<file path="src/rtl/conv_sa_sum_drain_pkg.sv">
// Shared constants for the conv systolic-array sum row and its drain stage.
// Default lane count, sum/address widths and FIFO sizing live here.
package conv_sa_sum_drain_pkg;

    localparam int SA_P        = 4;
    localparam int SA_SW       = 32;
    localparam int SA_AW       = 3;
    localparam int DRAIN_DEPTH = 4;

    // Per-cycle FIFO operation, encoded as {pop, push}.
    typedef enum logic [1:0] {
        OP_IDLE = 2'b00,
        OP_PUSH = 2'b01,
        OP_POP  = 2'b10,
        OP_BOTH = 2'b11
    } fifo_op_e;

    function automatic int row_width(input int p, input int sw, input int aw);
        return 2 * p * sw + aw;
    endfunction

endpackage

</file>
<file path="src/rtl/conv_sa_drain_fifo.sv">
// Generic synchronous FIFO with registered storage and no fall-through.
// A push into a full FIFO without a simultaneous pop is dropped and flagged for one cycle.
module conv_sa_drain_fifo
    import conv_sa_sum_drain_pkg::*;
#(
    parameter int WIDTH = 8,
    parameter int DEPTH = 4
) (
    input  logic                     clk,
    input  logic                     rstn,
    input  logic                     i_push,
    input  logic [WIDTH-1:0]         i_din,
    input  logic                     i_pop,
    output logic [WIDTH-1:0]         o_dout,
    output logic                     o_full,
    output logic                     o_empty,
    output logic [$clog2(DEPTH):0]   o_cnt,
    output logic                     o_ovf
);

    localparam int PW = $clog2(DEPTH);
    localparam int CW = PW + 1;

    logic [WIDTH-1:0] r_mem [DEPTH];
    logic [PW-1:0]    r_wr_ptr;
    logic [PW-1:0]    r_rd_ptr;
    logic [CW-1:0]    r_cnt;

    logic     w_full;
    logic     w_empty;
    logic     w_do_push;
    logic     w_do_pop;
    fifo_op_e w_op;

    assign w_full    = (r_cnt == CW'(DEPTH));
    assign w_empty   = (r_cnt == '0);
    assign w_do_pop  = i_pop && !w_empty;
    // A pop in the same cycle frees the slot, so a full FIFO can still accept.
    assign w_do_push = i_push && (!w_full || w_do_pop);
    assign w_op      = fifo_op_e'({w_do_pop, w_do_push});

    always_ff @(posedge clk or negedge rstn) begin
        if (!rstn) begin
            r_wr_ptr <= '0;
            r_rd_ptr <= '0;
            r_cnt    <= '0;
        end else begin
            // NOTE: non-blocking assignments make every register update from pre-edge values.
            case (w_op)
                OP_PUSH: begin
                    r_wr_ptr <= r_wr_ptr + PW'(1);
                    r_cnt    <= r_cnt + CW'(1);
                end
                OP_POP: begin
                    r_rd_ptr <= r_rd_ptr + PW'(1);
                    r_cnt    <= r_cnt - CW'(1);
                end
                OP_BOTH: begin
                    r_wr_ptr <= r_wr_ptr + PW'(1);
                    r_rd_ptr <= r_rd_ptr + PW'(1);
                end
                default: ;
            endcase
        end
    end

    // NOTE: storage is deliberately not reset; the head is forced to zero while empty instead.
    always_ff @(posedge clk) begin
        if (w_do_push) begin
            r_mem[r_wr_ptr] <= i_din;
        end
    end

    assign o_dout  = w_empty ? '0 : r_mem[r_rd_ptr];
    assign o_full  = w_full;
    assign o_empty = w_empty;
    assign o_cnt   = r_cnt;
    assign o_ovf   = i_push && w_full && !w_do_pop;

endmodule

</file>
<file path="src/rtl/conv_sa_sum_drain.sv">
// Deskews the lane-staggered final sums of the conv sum row into aligned rows
// and queues them, with their slot address, for post-processing via valid/ready.
module conv_sa_sum_drain
    import conv_sa_sum_drain_pkg::*;
#(
    parameter int P     = SA_P,
    parameter int SW    = SA_SW,
    parameter int AW    = SA_AW,
    parameter int DEPTH = DRAIN_DEPTH
) (
    input  logic                   clk,
    input  logic                   rstn,
    input  logic [P*SW-1:0]        in_sum1,
    input  logic [P*SW-1:0]        in_sum2,
    input  logic                   in_fin_vld,
    input  logic [AW-1:0]          in_fin_addr,
    output logic                   out_vld,
    input  logic                   out_rdy,
    output logic [P*SW-1:0]        out_sum1,
    output logic [P*SW-1:0]        out_sum2,
    output logic [AW-1:0]          out_addr,
    output logic [$clog2(DEPTH):0] out_cnt,
    output logic                   out_ovf
);

    localparam int RW = row_width(P, SW, AW);

    logic [P*SW-1:0] w_sum1_al;
    logic [P*SW-1:0] w_sum2_al;
    logic [RW-1:0]   w_head;
    logic            w_empty;
    logic            w_full;
    logic            w_ovf_pulse;

    logic            r_vld  [P-1];
    logic [AW-1:0]   r_addr [P-1];
    logic            r_ovf;

    // Lane i arrives i cycles after lane 0, so it is delayed by the remaining P-1-i stages.
    for (genvar i = 0; i < P; i++) begin : g_lane
        localparam int STAGES = P - 1 - i;
        if (STAGES == 0) begin : g_pass
            assign w_sum1_al[i*SW +: SW] = in_sum1[i*SW +: SW];
            assign w_sum2_al[i*SW +: SW] = in_sum2[i*SW +: SW];
        end else begin : g_chain
            logic [SW-1:0] r_s1 [STAGES];
            logic [SW-1:0] r_s2 [STAGES];

            always_ff @(posedge clk or negedge rstn) begin
                if (!rstn) begin
                    for (int k = 0; k < STAGES; k++) begin
                        r_s1[k] <= '0;
                        r_s2[k] <= '0;
                    end
                end else begin
                    r_s1[0] <= in_sum1[i*SW +: SW];
                    r_s2[0] <= in_sum2[i*SW +: SW];
                    for (int k = 1; k < STAGES; k++) begin
                        r_s1[k] <= r_s1[k-1];
                        r_s2[k] <= r_s2[k-1];
                    end
                end
            end

            assign w_sum1_al[i*SW +: SW] = r_s1[STAGES-1];
            assign w_sum2_al[i*SW +: SW] = r_s2[STAGES-1];
        end
    end

    // The completion flag and its address travel with lane 0 through all P-1 stages.
    always_ff @(posedge clk or negedge rstn) begin
        if (!rstn) begin
            for (int k = 0; k < P - 1; k++) begin
                r_vld[k]  <= 1'b0;
                r_addr[k] <= '0;
            end
        end else begin
            r_vld[0]  <= in_fin_vld;
            r_addr[0] <= in_fin_addr;
            for (int k = 1; k < P - 1; k++) begin
                r_vld[k]  <= r_vld[k-1];
                r_addr[k] <= r_addr[k-1];
            end
        end
    end

    conv_sa_drain_fifo #(
        .WIDTH (RW),
        .DEPTH (DEPTH)
    ) u_fifo (
        .clk     (clk),
        .rstn    (rstn),
        .i_push  (r_vld[P-2]),
        .i_din   ({r_addr[P-2], w_sum2_al, w_sum1_al}),
        .i_pop   (out_rdy),
        .o_dout  (w_head),
        .o_full  (w_full),
        .o_empty (w_empty),
        .o_cnt   (out_cnt),
        .o_ovf   (w_ovf_pulse)
    );

    always_ff @(posedge clk or negedge rstn) begin
        if (!rstn) begin
            r_ovf <= 1'b0;
        end else if (w_ovf_pulse) begin
            r_ovf <= 1'b1;
        end
    end

    assign out_vld  = !w_empty;
    assign out_sum1 = w_head[P*SW-1:0];
    assign out_sum2 = w_head[2*P*SW-1:P*SW];
    assign out_addr = w_head[RW-1:2*P*SW];
    assign out_ovf  = r_ovf;

    logic w_unused;
    assign w_unused = w_full;

endmodule
</file>
<file path="config.mk">
export PLATFORM = sky130hd
export DESIGN_NAME = conv_sa_sum_drain
export DESIGN_NICKNAME = d
export VERILOG_FILES = /design/src/rtl/conv_sa_sum_drain_pkg.sv /design/src/rtl/conv_sa_drain_fifo.sv /design/src/rtl/conv_sa_sum_drain.sv
export SDC_FILE = /design/constraint.sdc
export NUM_CORES = 1
export LEC_CHECK = 0
export CAP_MARGIN = 10
export CORE_AREA = 2 2 301 303
export CTS_CLUSTER_SIZE = 40
export DETAILED_ROUTE_END_ITERATION = 10
export DIE_AREA = 0 0 303 305
export PLACE_DENSITY = 0.79
export RECOVER_POWER = 25
export SLEW_MARGIN = 20
export SYNTH_ARGS = -nofsm -noshare
export SYNTH_HDL_FRONTEND = slang
export SYNTH_SLANG_ARGS = --single-unit
export TNS_END_PERCENT = 1
</file>
<file path="constraint.sdc">
create_clock -name clk -period 9.9 [get_ports clk]
set_input_delay 1.98 -clock clk [delete_from_list [all_inputs] [get_ports clk]]
set_output_delay 1.98 -clock clk [all_outputs]
set_load 0.01 [all_outputs]
</file>
Yosys cells after proc, flatten, opt, wreduce, memory -nomap -nowiden
Memories as Yosys holds them, arrays and structs flattened. Cells that the tools add are included.

Output and inout bits: 264. Bits of input ports: 263. Word-level logic and storage cells: 47. Register bits: 404. Memories kept: 1. Bits in writable memories: 1036.

Add/subtract/negate cells: 4. Eq/ne operators: 4. Multiplexer cells: 4. Reduce and logical (&&, ||, !) cells: 12.

Memories: u_fifo.r_mem (depth 4, bits a word 259, read ports 1, clocked after memory_dff 0, wr ports 1, RTL line conv_sa_drain_fifo.sv:24) `logic [WIDTH-1:0] r_mem [DEPTH];`.

Operators with widths (count): 259-bit two-way mux (1); 3-bit one-hot mux with 2 select lines (1); 2-bit by 1-bit adder with 2-bit output, second input constant (2); 2-bit equality test, second input constant (2); 1-bit logical AND (4); 2-bit OR reduction (2); 3-bit by 1-bit adder with 3-bit output, second input constant (1); 3-bit equality test, second input constant (1); 1-bit zero test (3); 3-bit zero test (1); 3-bit by 1-bit subtractor with 3-bit output, second input constant (1); 2-bit by 1-bit equality test with 1-bit output, second input constant (1); 1-bit two-way mux (2); 2-bit nonzero test (1); 1-bit logical OR (1).

Longest topological paths before layout
Depth after elaboration: 7. Mapped depth: 8. Gate-level depth less buffers: 6.

Modules after synthesis
Synthesis repeated with hierarchy kept, for this count alone.

Cells, all modules: 2091. Area total of the unflattened synthesis: 49540.0 µm².

Modules (own cells, without submodules): conv_sa_drain_fifo (instances 1, seq. area each 31285.0 µm², cells each 1692, area an instance 39595.5 µm²); conv_sa_sum_drain (instances 1, seq. area each 9934.5 µm², cells each 399, area an instance 9944.5 µm²).

Worst setup path after synthesis
OpenSTA, ideal clock, no wires.

Path type: input -> register. Start point: input out_rdy. End point: memory u_fifo.r_mem[2][0] (netlist bit) (enable). Library setup time: 0.653 ns. Data required time: 9.247 ns. Arrival time: 8.426 ns. Cell stages on the path: 4. Slack: 0.821 ns. Path buffers: 1. Path through: buf_2 -> nor4b_1 -> nor2b_1 -> and2_1.

Cells in the longest elaborated chain, start to end: 5.

RTL lines: start, declared (RTL line conv_sa_sum_drain.sv:18) `input logic out_rdy,`; 1-bit logical AND (RTL line conv_sa_drain_fifo.sv:37) `assign w_do_pop = i_pop && !w_empty;`; 1-bit logical OR (RTL line conv_sa_drain_fifo.sv:39) `assign w_do_push = i_push && (!w_full || w_do_pop);`; 1-bit logical AND (RTL line conv_sa_drain_fifo.sv:39); 1-bit two-way mux (RTL line conv_sa_drain_fifo.sv:69) `if (w_do_push) begin`; 1-bit two-way mux (implied by the code) (RTL line conv_sa_drain_fifo.sv:70) `r_mem[r_wr_ptr] <= i_din;`; end, declared (RTL line conv_sa_drain_fifo.sv:24).

Every way passes these cells.

Final worst setup path
Start point: register u_fifo.r_rd_ptr[1]. End point: output out_addr[2].

Cells in the longest elaborated chain, start to end: 2.

RTL lines: start, declared (RTL line conv_sa_drain_fifo.sv:26) `logic [PW-1:0] r_rd_ptr;`; start signal, assigned (RTL line conv_sa_drain_fifo.sv:55) `r_rd_ptr <= r_rd_ptr + PW'(1);`; start signal, assigned (RTL line conv_sa_drain_fifo.sv:60) `r_rd_ptr <= r_rd_ptr + PW'(1);`; memory 4 x 259 bit; 259-bit two-way mux (RTL line conv_sa_drain_fifo.sv:74) `assign o_dout = w_empty ? '0 : r_mem[r_rd_ptr];`; end, declared (RTL line conv_sa_sum_drain.sv:21) `output logic [AW-1:0] out_addr,`.

Every way passes these cells.

==> results by group <==
Worst setup path
  – Worst reg2reg setup slack: 6550 ps
  – R2R cell count: 4
  – Required time worst endpoint: 7920 ps
  – Critical path class: register to primary output
  – CP endpoint kind: primary output
  – Data arrival time of the critical path: 4010 ps
  – FF-to-FF Start: u_fifo.o_cnt[2]$_DFFE_PN0P_
  – Startpoint types: register
  – R2r endpoint: u_fifo.r_mem[2][258]$_DFFE_PP_
  – CP max FO: 144

Finish
  – Area added between synthesis and finish: 22.6%
  – Multi-input logic area: 7770 um2
  – Final nets: 2956
  – Layout cells sized above 1: 17.8%
  – Fill cells: 5284
  – Seq. cell area: 41200 um2

Routing
  – Antenna Nets Post-Route: 0
  – Drt via density: 5.62
  – First DRT Iteration DRCs: 2013
  – Total Routed Length: 100000 um
  – First-pass DRT Iterations: 11
  – DRC: 30
  – Via count: 22428
  – Wire per inst: 25.1 um

Clock tree
  – Clock sinks: 1440
  – Worst-path clk slew: 60 ps
  – Clock root cell: clkbuf_16
  – H-tree depth: 4
  – Post-CTS setup buffer count: 0
  – Num CTS Buffers: 140
  – Longest Clk Path Bufs: 3
  – CTS tree: built
  – Skew-Pair Late Insertion Delay: 730 ps
  – Post-CTS sizing: 0
  – # hold bufs at CTS: 0

Floorplan
  – Initial Util: 55.5%
  – Die Area: 92400 um2
  – I/O pin cnt: 527
  – Die H: 305 um
  – Area of the core: 89300 um2
  – # rows: 110
  – Die width: 303 um

Synthesis
  – Largest family of logic cells by synthesized area: multiplexers
  – Number of synthesized register bits: 1440
  – Synth area leaders: edfxtp_1 (63%), dfrtp_1 (20%), mux4_2 (12%)
  – XOR/XNOR share of the synthesized area: 0.0884%
  – Number of warnings issued by yosys: 0
  – Synth unique cells: 32
  – Synthesized net count: 2358
  – Most used flip-flop cell after synthesis: edfxtp_1
  – Adder-Cell Fraction of Synth Area: 0.141%
  – Synth area leader: edfxtp_1
  – Syn Area/Cell: 23.7 um2
  – Most frequent cell after synthesis: edfxtp_1
  – Synth top area share: 62.8%
  – Ys async rst share: 28.1%
  – Post-Syn Instances: 2090
  – Simple-Gate Fraction of Synth Area: 3.47%
  – Count of flip-flops with a built-in enable after synthesis: 1036
  – Synth Area in Compound Gates: 0.147%
  – Register area share after synthesis: 83.2%
  – Mux contribution to synthesized area: 11.8%
  – Post-Syn Area: 49500 um2
  – Post-synth top cells: edfxtp_1 (1036), dfrtp_1 (404), and2_1 (263), mux4_2 (259), clkbuf_1 (36)

Placed design
  – GPL Wtd Cong: 0.739
  – Hpwl dp: 54300 um
  – # port buffers: 526

Timing
  – Setup TNS: 0 ps
  – Hold Slack: 338 ps
  – Slew @ Worst Pin: 1310 ps
  – Final setup violation count: 0
  – RSZ-0062 raised after global routing: false
  – Period minus WS final: 5990 ps
  – Period utilization: 60.5%
  – Fmax achieved: 167 MHz
  – Final hold vios: 0
  – Clock skew: 27.0 ps
  – Slew Limit Fails: 0
  – Relative slew slack: 12.7%

Power and ir drop
  – Leakage: 21.1 nW
  – Worst vdd ir: 0.000285 V
  – Total power: 19.0 mW
  – Pwr Density: 312 nW/um2

Global routing
  – GRT Overall Usage: 22.0%
  – Gr ovfl total: 0
  – Vias in the first global route: 24207
  – Initial antenna violation count: 16
  – First-pass GRT wire length: 150000 um
  – Pin count of the biggest net entering global routing: 182

Min path
  – Hold path depth: 0
  – Hold_sp: g_lane[0].g_chain.r_s2[91]$_DFF_PN0_
  – Hold/Removal Path Class: register to register
  – Hold Path End: g_lane[0].g_chain.r_s2[59]$_DFF_PN0_

Status
  – Status: finished, violations left
  – Violated checks: design-rule violations

Run
  – Max Cap Viol: 0
-- per-stage QoR --
step	instance area, um2	setup slack [ps]	utilization (%)	std cells
after floorplan	49500	821	-	2090
after global placement	56000	4460	62.7	3719
after detailed placement	56000	4380	62.7	3719
after CTS	60600	3670	67.9	3978
after global routing	60700	3770	68.0	3992
final	60700	3910	68.0	3992
-- cell usage in the layout (no fill, tap or decap), drive strengths merged, types with 2 or more instances in the layout --
master	instances
bufinv	5
clkinvlp	2
dfrtp	404
xnor2	4
nand2	2
buf	20
ha	4
inv	10
clkbuf	214
clkdlybuf4s50	525
and2	263
diode	11
clkinv	33
mux4	259
nor2b	3
edfxtp	1036
a21o	2
-- how the worst max path moves through the flow --
stage / from / to / cells past startpoint
2_1_floorplan: out_rdy / u_fifo.r_mem[2][0]$_DFFE_PP_ / 4
3_3_place_gp: out_rdy / u_fifo.r_mem[3][51]$_DFFE_PP_ / 5
3_5_place_dp: out_rdy / u_fifo.r_mem[3][27]$_DFFE_PP_ / 5
4_1_cts: u_fifo.r_rd_ptr[0]$_DFFE_PN0P_ / out_sum2[25] / 4
5_1_grt: u_fifo.r_rd_ptr[1]$_DFFE_PN0P_ / out_addr[2] / 4
6_report: u_fifo.r_rd_ptr[1]$_DFFE_PN0P_ / out_addr[2] / 4
-- power by group --
group          total (mW)  switching [mW]  internal [mW]
Combinational        5.86            2.78           3.07
Clock                5.22            2.17           3.05
Sequential           7.89           0.351           7.53
-- routing by layer --
layer	GRT usage, %	up-vias	share of wire, %
met4	9.31	10	3.6
li1	-	9423	-
met5	0	-	0.060
met2	36.0	830	52
met3	4.91	202	6.3
met1	28.8	11963	38
-- kinds of logic after synthesis --
| kind of cell | count (synthesis) |
|---|---|
| DFF | 1440 |
| and+or+nand+nor | 275 |
| muxes | 261 |
| buffers and inverters | 94 |
| AOI/OAI and AO/OA | 10 |
| xor gates and xnor gates | 5 |
| adders and majority gates | 5 |
-- registers in the layout, indices dropped and copies added (netlist names) --
name	count
u_fifo.r_mem	1036
r_addr	9
u_fifo.r_rd_ptr	2
r_vld	3
u_fifo.o_cnt	3
u_fifo.r_wr_ptr	2
g_lane.g_chain.r_s2	192
out_ovf	1
g_lane.g_chain.r_s1	192
-- worst max-delay path: stages (launching register included) --
cell	delay [ps]
dfrtp_4	1130
buf_12	660
mux4_2	390
and2_1	230
clkdlybuf4s50_1	580
-- cell type report --
type	instances	share of cell area, %
diodes	11	0.0453
clock buffers	214	6.85
clock inverters	45	0.773
inverters	5	0.0309
multi-input cells	556	12.8
flip-flops and latches	1440	67.9
well taps	1176	2.42
repair buffers	545	9.19
No activity file was read; power rests on OpenSTA's default activity.
